==> src/rtl/instruction_sequencer.sv <==
// Fetch/execute sequencer for the 8-bit mini computer: six two-phase steps per instruction,
// register/bus strobes, ALU control, flag register and an instruction-boundary hold handshake.
//
//   state   | meaning
//   --------+------------------------------------------------------
//   IDLE    | parked at an instruction boundary (held = 1)
//   nE      | step n (1..6), enable phase: enables, op, b1 only
//   nS      | step n (1..6), set phase: same enables plus set strobes
module instruction_sequencer (
    input  logic       clk,
    input  logic       rst,
    input  logic [7:0] ir,
    input  logic [3:0] alu_flags,
    input  logic       hold,
    output logic       held,
    output logic [3:0] reg_en,
    output logic [3:0] reg_set,
    output logic       ram_en,
    output logic       acc_en,
    output logic       iar_en,
    output logic       ir_set,
    output logic       mar_set,
    output logic       acc_set,
    output logic       ram_set,
    output logic       tmp_set,
    output logic       iar_set,
    output logic       b1,
    output logic [2:0] op,
    output logic       carry_in,
    output logic [3:0] flags
);

    typedef enum logic [3:0] {
        ST_IDLE = 4'd0,
        ST_1E, ST_1S, ST_2E, ST_2S, ST_3E, ST_3S,
        ST_4E, ST_4S, ST_5E, ST_5S, ST_6E, ST_6S
    } state_t;

    state_t     state;
    state_t     state_nxt;
    logic [2:0] step;
    logic       ph_s;
    logic [3:0] ra_oh;
    logic [3:0] rb_oh;
    logic [3:0] s_reg;
    logic       s_ir, s_mar, s_acc, s_ram, s_tmp, s_iar;

    always_ff @(posedge clk or posedge rst) begin
        if (rst)
            state <= ST_IDLE;
        else
            state <= state_nxt;
    end

    always_comb begin
        state_nxt = state;
        case (state)
            ST_IDLE, ST_6S: state_nxt = hold ? ST_IDLE : ST_1E;
            default:        state_nxt = state_t'(state + 4'd1);
        endcase
    end

    // Flags only move on ALU step 5 S or a CLF step 4 S, so JCAEZ sees the pre-instruction value.
    always_ff @(posedge clk or posedge rst) begin
        if (rst)
            flags <= 4'b0000;
        else if (state == ST_5S && ir[7])
            flags <= alu_flags;
        else if (state == ST_4S && ir[7:4] == 4'b0110)
            flags <= 4'b0000;
    end

    assign step  = 3'((state + 4'd1) >> 1);
    assign ph_s  = (state != ST_IDLE) && !state[0];
    assign ra_oh = 4'b0001 << ir[3:2];
    assign rb_oh = 4'b0001 << ir[1:0];
    assign held  = (state == ST_IDLE);

    always_comb begin
        reg_en   = 4'b0000;
        ram_en   = 1'b0;
        acc_en   = 1'b0;
        iar_en   = 1'b0;
        b1       = 1'b0;
        op       = 3'b000;
        carry_in = 1'b0;
        s_reg    = 4'b0000;
        s_ir     = 1'b0;
        s_mar    = 1'b0;
        s_acc    = 1'b0;
        s_ram    = 1'b0;
        s_tmp    = 1'b0;
        s_iar    = 1'b0;
        case (step)
            3'd1: begin iar_en = 1'b1; b1 = 1'b1; s_mar = 1'b1; s_acc = 1'b1; end
            3'd2: begin ram_en = 1'b1; s_ir = 1'b1; end
            3'd3: begin acc_en = 1'b1; s_iar = 1'b1; end
            3'd4, 3'd5, 3'd6: begin
                if (ir[7]) begin
                    case (step)
                        3'd4: begin reg_en = rb_oh; s_tmp = 1'b1; end
                        3'd5: begin
                            reg_en   = ra_oh;
                            op       = ir[6:4];
                            carry_in = flags[3];
                            s_acc    = 1'b1;
                        end
                        default: begin
                            acc_en = 1'b1;
                            if (ir[6:4] != 3'b111)
                                s_reg = rb_oh;
                        end
                    endcase
                end else begin
                    case ({ir[6:4], step})
                        {3'b000, 3'd4}: begin reg_en = ra_oh; s_mar = 1'b1; end
                        {3'b000, 3'd5}: begin ram_en = 1'b1; s_reg = rb_oh; end
                        {3'b001, 3'd4}: begin reg_en = ra_oh; s_mar = 1'b1; end
                        {3'b001, 3'd5}: begin reg_en = rb_oh; s_ram = 1'b1; end
                        {3'b010, 3'd4}: begin iar_en = 1'b1; b1 = 1'b1; s_mar = 1'b1; s_acc = 1'b1; end
                        {3'b010, 3'd5}: begin ram_en = 1'b1; s_reg = rb_oh; end
                        {3'b010, 3'd6}: begin acc_en = 1'b1; s_iar = 1'b1; end
                        {3'b011, 3'd4}: begin reg_en = rb_oh; s_iar = 1'b1; end
                        {3'b100, 3'd4}: begin iar_en = 1'b1; s_mar = 1'b1; end
                        {3'b100, 3'd5}: begin ram_en = 1'b1; s_iar = 1'b1; end
                        {3'b101, 3'd4}: begin iar_en = 1'b1; b1 = 1'b1; s_mar = 1'b1; s_acc = 1'b1; end
                        {3'b101, 3'd5}: begin acc_en = 1'b1; s_iar = 1'b1; end
                        {3'b101, 3'd6}: begin
                            if ((ir[3:0] & flags) != 4'b0000) begin
                                ram_en = 1'b1;
                                s_iar  = 1'b1;
                            end
                        end
                        default: ;
                    endcase
                end
            end
            default: ;
        endcase
        // Set strobes exist only in the S phase; enables span both phases.
        reg_set = ph_s ? s_reg : 4'b0000;
        ir_set  = ph_s & s_ir;
        mar_set = ph_s & s_mar;
        acc_set = ph_s & s_acc;
        ram_set = ph_s & s_ram;
        tmp_set = ph_s & s_tmp;
        iar_set = ph_s & s_iar;
    end

endmodule

==> config.mk <==
export PLATFORM = sky130hd
export DESIGN_NAME = instruction_sequencer
export DESIGN_NICKNAME = d
export VERILOG_FILES = /design/src/rtl/instruction_sequencer.sv
export SDC_FILE = /design/constraint.sdc
export NUM_CORES = 1
export LEC_CHECK = 0
export ABC_AREA = 1
export BUFFER_PORTS_ARGS = -buffer_cell sky130_fd_sc_hd__buf_2
export CAP_MARGIN = 30
export CORE_MARGIN = 8
export CORE_UTILIZATION = 35
export DETAILED_ROUTE_END_ITERATION = 6
export SKIP_LAST_GASP = 1
export SLEW_MARGIN = 20
export SYNTH_ARGS = -nofsm -noshare
export SYNTH_HDL_FRONTEND = slang
export SYNTH_SLANG_ARGS = --single-unit
==> constraint.sdc <==
create_clock -name clk -period 2.1 [get_ports clk]
set_input_delay 0.105 -clock clk [delete_from_list [all_inputs] [get_ports clk]]
set_output_delay 0.105 -clock clk [all_outputs]
set_load 0.05 [all_outputs]
# == Yosys cells after proc, flatten, opt, wreduce, memory -nomap -nowiden ==
# Index checks and enable logic that the tools add are counted.
# totals
latch_bits,0
input_bits,15
wordCells,106
ff_bits,8
mem_count,0
romBits,0
ramBits,0
# op_classes
mux,50
div,0
n_lt_le_gt_ge,0
n_eq_ne,24
n_bitwise,7
addsub,1
mul,0
reduce_logical,20
n_shift,2
# op_table
operator,n
4-bit 2-to-1 mux,11
"6-bit equality test, second input constant",5
1-bit 2-to-1 mux,25
"6-bit by 5-bit equality test with 1-bit output, second input constant",4
1-bit one-hot mux with 2 select lines,9
4-bit one-hot mux with 2 select lines,2
2-bit OR reduction,7
"4-bit equality test, second input constant",3
"6-bit by 3-bit equality test with 1-bit output, second input constant",2
"6-bit by 4-bit equality test with 1-bit output, second input constant",2
"3-bit equality test, second input constant",3
3-bit 2-to-1 mux,3
3-bit OR reduction,3
4-bit nonzero test,2
"1-bit by 2-bit << shifter with 4-bit output, first input constant",2
1-bit bitwise AND,6
"3-bit by 2-bit equality test with 1-bit output, second input constant",2
5-bit OR reduction,1
"4-bit by 1-bit adder with 4-bit output, second input constant",1
4-bit bitwise AND,1
"4-bit by 3-bit equality test with 1-bit output, second input constant",1
4-bit zero test,1
4-bit OR reduction,1
"3-bit by 1-bit equality test with 1-bit output, second input constant",1
4 further kinds,6

# == Logic depth before layout (Yosys ltp) ==
# Gate-level depths: netlist (run 1).
# logic_depth
ltp_word,7
mapped_depth,12
mapped_depth_nobuf,12

# == Least setup slack after synthesis (run 1) ==
# Ideal clock, no wire load.
# synth_timing
path_type,reg2out
from,register state[0]
to,output iar_set
path_stages_with_launch,10
arrival_time_ps,2575
slack_ps,-580
cell_sequence,dfrtp_1 > inv_1 > ha_1 > inv_1 > nor3_1 > nor2_1 > inv_1 > nor2_1 > nand2_1 > nand2_1
# synth_via
elab_chain_cells,7
# synth_rtl
item,line_no,source
"start, declared",39,state_t state;
"start signal, assigned",52,state <= state_nxt;
4-bit by 1-bit adder with 4-bit output,73,assign step = 3'((state + 4'd1) >> 1);
6-bit equality test / 6-bit by 5-bit equality test with 1-bit output (equally long branches),115,"case ({ir[6:4], step})"
4-bit OR reduction (no line),-,
1-bit one-hot mux with 2 select lines,115,
1-bit 2-to-1 mux,99,if (ir[7]) begin
1-bit one-hot mux with 2 select lines,94,case (step)
1-bit bitwise AND *,147,iar_set = ph_s & s_iar;
"end, declared",26,"output logic iar_set,"
# Every way passes the cells marked *; elsewhere a longest branch is shown, timed or not.

# == Worst setup path after layout (run 1) ==
# layout_timing
from,register state[1]
to,output reg_set[2]
# layout_via
elab_chain_cells,7
# layout_rtl
item,line_no,source
4-bit by 1-bit adder with 4-bit output,73,
6-bit by 5-bit equality test with 1-bit output (tied with other cells),115,
2-bit OR reduction (no line),-,
4-bit 2-to-1 mux (on tied branches),"115, 100",
4-bit 2-to-1 mux,99,
4-bit 2-to-1 mux,94,
4-bit 2-to-1 mux *,141,reg_set = ph_s ? s_reg : 4'b0000;
"end, declared",17,"output logic [3:0] reg_set,"
# Marked as above.

==> impl_results.md, run 1 <==
* Outcome: complete, no violations
* PortBufs at 41
* WL final at 3450 µm
* Cell row count at 19
* Root buffer cell: clkbuf_4
* #FFs+latches synth at 8
* Final hold violation count at 0
* Layout Nets at 249
* TritonRoute pass-1 iters at 4
* Final count of negative-setup-slack endpoints at 0
* Global-route wire length before repair at 5800 µm
* Synth Net Count at 195
* Yosys top cell area share at 19.7%
* Via count at 1327
* Sequential area share after synthesis at 19.7%
* Diode count at 0
* Achievable Freq at 479 MHz
* Die area at 4890 µm²
* Metal2 WL at 1620 µm
* Core footprint at 2760 µm²
* Antenna viol nets, final at 0
* Commonest cells after routing, fill and taps aside: nand2_1 (37), nor2_1 (26), buf_2 (26), inv_1 (19), buf_4 (13)
* Ratio of cells with drive above 1 in the final layout at 43.7%
* Slew margin rel. at 65.0%
* Initial antenna violation count at 0
* Dpl hpwl at 2710 µm
* Post-route clock period utilization at 99.4%
* Top cells by area, synth: dfrtp_1 (20%), nand2_1 (14%), nor2_1 (11%)
* Final clock skew at 0.00179 ns
* DRC Markers at 0
* Die Y-Extent at 69.9 µm
* PwrDens at 1600 nW/µm²
* Slew at the pin closest to its max-slew limit at 0.521 ns
* Netlist cell types at 28
* Area delta synth->final at 54.5%
* Final Cell Area at 1570 µm²
* Num CTS Buffers at 3
* RD Place Congestion at 0.883
* Vias in the first global route at 1365
* Avg WL per Cell at 13.3 µm
* GRT overflow at 0
* Htree depth at 1
* Commonest non-fill, non-tap cell in the layout: nand2_1
* Cell Area, Placed at 1320 µm²
* Via density at 5.10
* Slew Limit Fails at 0
* RSZ-0062 raised after global routing: true
* Mapped Cells at 177
* Die X at 69.9 µm
* CP required at 2.00 ns
* Io pins at 42
* Leakage at 0.785 nW
* Metal-1 WL at 1510 µm
* Hold/Removal Path Class: in2reg
* Ys Warns at 0
* Maximum fanout along the worst path at 8
* Setup CP Type: reg2out
* Clock sinks at 8
* Met3 routed WL at 262 µm
* CTS tree: yes
* Top layer in use: met4
* Worst-skew pair later-pin latency at 0.25 ns
* Type of origin of the critical path: flip-flop
* Crit path capture type: output pin
* VDD IR max at 1.81 mV
* Largest net degree at the start of global routing at 16
* Max-cap violation count at 0
* Initial core utilization at 36.9%
* Synth area leader: dfrtp_1
* Avg Inst Size Synth at 5.75 µm²
* Synthesized cell area at 1020 µm²
* Clock transition at the registers of the reported paths at 0.05 ns
* CTS Buffer Depth at 2
* Total GRT Usage at 13.6%
* Arr. time, crit path at 1.98 ns
* Fin crit period at 2.09 ns
* Drt initial violations at 121
* Total Power at 2.51 mW
-- worst max-delay path, stage by stage, from the launching register on --
cell,delay [ns]
dfrtp_1,0.42
inv_2,0.07
ha_4,0.29
inv_4,0.04
nor2_4,0.15
nand2_4,0.11
nor2_4,0.17
nand3_4,0.12
a21oi_2,0.17
buf_6,0.18
-- synth_stat cells --
cell type,number
o21ai_0,9
clkinv_2,1
a31oi_1,2
nand2_1,39
nor3_4,1
buf_6,1
o22ai_1,3
nand3_2,1
inv_2,3
or2_2,1
inv_4,1
o2111ai_1,1
nand3_1,11
o211ai_1,1
ha_1,3
nand2_2,4
nor3_1,9
inv_1,23
o21ai_1,1
a21oi_1,13
nand4_1,3
dfrtp_1,8
nor2_1,29
nor2_4,2
nor2_2,3
clkbuf_1,2
nand2_4,1
buf_2,1
-- flip-flops by register name, indices dropped and copies added (netlist names) --
signal,flops
flags,4
state,4
-- what timing repair did --
action / CTS / global route
buffers inserted: 3 / 6
hold buffers: 1 / 0
endpoints found under the setup margin: 15 / 18
pin swaps: 1 / 13
hold endpoints to repair: 8 / 0
resized for setup: 25 / 24
-- layout make-up --
| cell class | count | area [µm²] |
|---|---|---|
| Tap cell | 31 | 38.8 |
| Clock buffer | 3 | 22.5 |
| Inverter | 28 | 118 |
| Sequential cell | 8 | 200 |
| Multi-Input combinational cell | 137 | 816 |
| Fill cell | 270 | 1190 |
| Timing Repair Buffer | 53 | 377 |
-- power breakdown --
part	switching (mW)	internal, mW	total (mW)	leakage (nW)
Sequential	0.0729	0.227	0.299	0.0968
Clock	0.0489	0.0652	0.114	0.0138
Combinational	1.43	0.672	2.10	0.675
-- per-stage QoR --
| step | util (%) | setup slack (ns) | hold WS [ns] | instances | TNS [ns] |
|---|---|---|---|---|---|
| 6_report | 57.0 | 0.0134 | 0.0190 | 260 | 0 |
| 3_3_place_gp | 47.7 | 0.107 | 0.0610 | 247 | 0 |
| 2_1_floorplan | - | -0.261 | -0.0793 | 177 | -0.867 |
| 4_1_cts | 52.9 | 0.000355 | 0.0217 | 254 | 0 |
| 5_1_grt | 57.0 | -0.109 | 0.0157 | 260 | -1.14 |
| 3_5_place_dp | 47.7 | 0.0438 | 0.0637 | 247 | 0 |
-- final timing paths --
| path | cells past startpoint | slack, ns | to | start |
|---|---|---|---|---|
| setup / recovery | 9 | 0.01 | reg_set[2] | state[1] |
| hold / removal | 2 | 0.02 | state[0] | hold |
| setup reg to reg | 6 | 0.64 | state[0] | state[1] |
| hold reg to reg | 2 | 0.56 | flags[2] | flags[2] |
| max in group asynchronous | 3 | 1.54 | flags[0] | rst |
| min in group asynchronous | 3 | 0.34 | flags[1] | rst |
-- cells by family after synthesis --
kind of cell             Yosys count  synth area share, %
AND/OR/NAND/NOR                  104                 47.6
buffers and inverters             32                 13.0
AO/OA/AOI/OAI                     30                 16.0
flip-flops                         8                 19.7
adder cells (fa/ha/maj)            3                 3.69
-- per-layer routing --
| layer | GRT usage [%] | vias up |
|---|---|---|
| met2 | 23.2 | 51 |
| li1 | - | 677 |
| met1 | 15.5 | 593 |
| met5 | 0 | - |
| met4 | 5.36 | 0 |
| met3 | 3.81 | 6 |
No activity file was read; power rests on OpenSTA's default activity.
==> run 2: changes to the inputs <==
--- a/config.mk
+++ b/config.mk
@@ -5,14 +5,13 @@
 export SDC_FILE = /design/constraint.sdc
 export NUM_CORES = 1
 export LEC_CHECK = 0
-export ABC_AREA = 1
 export BUFFER_PORTS_ARGS = -buffer_cell sky130_fd_sc_hd__buf_2
 export CAP_MARGIN = 30
 export CORE_MARGIN = 8
 export CORE_UTILIZATION = 35
 export DETAILED_ROUTE_END_ITERATION = 6
+export RECOVER_POWER = 100
 export SKIP_LAST_GASP = 1
-export SLEW_MARGIN = 20
 export SYNTH_ARGS = -nofsm -noshare
 export SYNTH_HDL_FRONTEND = slang
 export SYNTH_SLANG_ARGS = --single-unit
==> impl_results.md, run 2 <==
* Fin Hold WS at 0.0176 ns (was 0.0190 ns)
* RSZ-0062 raised after global routing: true (unchanged)
* Most frequent cell after synthesis: nand2_1 (unchanged)
* Synth Net Count at 175 (was 195)
* Achievable Freq at 433 MHz (was 479 MHz)
* Hold/Removal Path Class: in2reg (unchanged)
* Via count at 1511 (was 1327)
* Final clock skew at 0.00200 ns (was 0.00179 ns)
* Synth area leader: dfrtp_1 (unchanged)
* CTS tree: yes (unchanged)
* Die area at 5380 µm² (was 4890 µm²)
* Yosys top cell area share at 17.4% (was 19.7%)
* Total Power at 3.86 mW (was 2.51 mW)
* Clock sinks at 8 (unchanged)
* Io pins at 42 (unchanged)
* Ratio of cells with drive above 1 in the final layout at 57.7% (was 43.7%)
* Outcome: finished, violations left (was complete, no violations)
* Cell row count at 21 (was 19)
* Initial antenna violation count at 0 (unchanged)
* RD Place Congestion at 0.831 (was 0.883)
* Root buffer cell: clkbuf_4 (unchanged)
* CP required at 2.00 ns (about the same)
* Via density at 5.30 (was 5.10)
* WL final at 4680 µm (was 3450 µm)
* Maximum fanout along the worst path at 6 (was 8)
* Diode count at 0 (unchanged)
* TritonRoute pass-1 iters at 4 (unchanged)
* Initial core utilization at 35.6% (was 36.9%)
* Slew Limit Fails at 0 (unchanged)
* Antenna viol nets, final at 0 (unchanged)
* Largest net degree at the start of global routing at 19 (was 16)
* Arr. time, crit path at 2.21 ns (was 1.98 ns)
* Number of synthesized flops with an enable pin at 0 (unchanged)
* Avg Inst Size Synth at 7.32 µm² (was 5.75 µm²)
* Dpl hpwl at 3420 µm (was 2710 µm)
* Worst-skew pair later-pin latency at 0.25 ns (about the same)
* Layout Nets at 258 (was 249)
* Core footprint at 3230 µm² (was 2760 µm²)
* Cell Area, Placed at 1810 µm² (was 1320 µm²)
* CTS Buffer Depth at 2 (unchanged)
* Area delta synth->final at 94.8% (was 54.5%)
* Final hold violation count at 0 (unchanged)
* Setup CP Type: reg2out (unchanged)
* #FFs+latches synth at 8 (unchanged)
* Slew margin rel. at 60.1% (was 65.0%)
* Synth cell count leaders: nand2_1 (16), a21oi_1 (13), nor2_1 (12) (was nand2_1 (39), nor2_1 (29), inv_1 (23))
* Mapped Cells at 157 (was 177)
* Netlist cell types at 46 (was 28)
* Biggest registers after layout: flags (4), state (4) (unchanged)
* PortBufs at 41 (unchanged)
* Die Y-Extent at 73.3 µm (was 69.9 µm)
* Pre-CTS WS at -0.164 ns (was 0.0438 ns)
* Top cells by area, synth: dfrtp_1 (17%), a21oi_1 (5.7%), nand2_1 (5.2%) (was dfrtp_1 (20%), nand2_1 (14%), nor2_1 (11%))
* Htree depth at 1 (unchanged)
* Ys Warns at 0 (unchanged)
* Max-cap violation count at 0 (unchanged)
* Post-route clock period utilization at 110% (was 99.4%)
* Type of origin of the critical path: flip-flop (unchanged)
* Avg WL per Cell at 16.4 µm (was 13.3 µm)
* Die X at 73.3 µm (was 69.9 µm)
* Total GRT Usage at 17.3% (was 13.6%)
* DRC Markers at 0 (unchanged)
* Global-route wire length before repair at 7470 µm (was 5800 µm)
* Final worst slack at -0.211 ns (was 0.0134 ns)
* Crit path capture type: output pin (unchanged)
* GRT overflow at 0 (unchanged)
* Clock transition at the registers of the reported paths at 0.05 ns (about the same)
* Drt initial violations at 188 (was 121)
* Vias in the first global route at 1602 (was 1365)
* VDD IR max at 0.928 mV (was 1.81 mV)
* Leakage at 0.946 nW (was 0.785 nW)
* Slew at the pin closest to its max-slew limit at 0.601 ns (was 0.521 ns)
* Commonest non-fill, non-tap cell in the layout: buf_4 (was nand2_1)
* Num CTS Buffers at 3 (unchanged)
* Final count of negative-setup-slack endpoints at 17 (was 0)
* Commonest cells after routing, fill and taps aside: buf_4 (36), buf_6 (31), buf_2 (16), nand2_1 (14), nor2_1 (11) (was nand2_1 (37), nor2_1 (26), buf_2 (26), inv_1 (19), buf_4 (13))
* Synthesized cell area at 1150 µm² (was 1020 µm²)
* Failing checks: negative setup slack
* Final Cell Area at 2240 µm² (was 1570 µm²)
* Post-Route Utilization at 69.3% (was 57.0%)
* Sequential area share after synthesis at 17.4% (was 19.7%)
* Asr flop ratio synth at 100% (unchanged)
* Fin crit period at 2.31 ns (was 2.09 ns)
* PwrDens at 1720 nW/µm² (was 1600 nW/µm²)
* Most used DFF post-synth: dfrtp_1 (unchanged)
[run 2: cell types whose count changed in the layout (fill, tap and decap cells not counted), moves of 5 or more]
cell	change
a22o_1	+5
buf_2	-10
buf_4	+23
buf_6	+20
clkbuf_1	+5
inv_1	-14
nand2_1	-23
nand2b_1	+5
nand3_1	-7
nor2_1	-15
o21ai_0	-5
[run 2: layout make-up]
| type | instances | area [µm²] |
|---|---|---|
| Fill cell | 251 | 992 |
| Multi-Input combinational cell | 131 | 1190 |
| Tap cell | 46 | 57.6 |
| Timing Repair Buffer | 89 | 739 |
| Inverter | 7 | 26.3 |
| Clock buffer | 4 | 26.3 |
| Sequential cell | 8 | 203 |
[run 2: worst paths after layout]
path	from	to	depth (start not counted)	slack, ns
worst min-delay path	hold	state[0]	2	0.02
worst min register to register	flags[1]	flags[1]	1	0.53
worst max register to register	state[0]	flags[2]	7	0.65
min in group asynchronous	rst	flags[3]	3	0.33
worst max-delay path	state[0]	iar_set	8	-0.21
max in group asynchronous	rst	state[2]	3	1.52
[run 2: cell families after synthesis]
kind of cell / count (synthesis) / share of synthesized area (%)
simple gates: 75 / 35.7
compound gates: 45 / 29.3
buf+inv: 18 / 7.07
flops: 8 / 17.4
xor+xnor: 4 / 3.70
mux: 4 / 3.59
fa+ha+maj: 3 / 3.26
[run 2: through the flow]
step                      setup TNS, ns  std cells
after floorplan                   -1.37        157
after global placement           -0.882        269
after detailed placement          -1.29        269
after CTS                         -1.81        280
after global routing              -4.16        285
final                             -2.20        285
[run 2: timing repair]
item                       4_1_cts  5_1_grt
gates resized for setup         65       20
hold buffers                     1        0
hold endpoints to repair         8        0
buffers inserted                 6        7
pin swaps                       15       10
setup endpoints to repair       22       22
[run 2: worst max-delay path, stage by stage, from the launching register on]
cell and delay [ns]:
dfrtp_2 0.42, buf_6 0.13, ha_4 0.19, xor2_4 0.23, mux2i_1 0.30, o32a_1 0.21, a21boi_2 0.21, o32ai_4 0.10
buf_6 0.17
[run 2: per-layer routing]
layer | global-route usage, % | wire length, µm
met1 | 20.7 | 2030
met3 | 1.36 | 185
met5 | 0 | 0
met2 | 30.7 | 2390
met4 | 7.54 | 64
[run 2: power breakdown]
group          internal, mW  switching, mW
Combinational          1.49           1.93
Sequential            0.228         0.0853
Clock                0.0726         0.0516
Total                  1.79           2.07
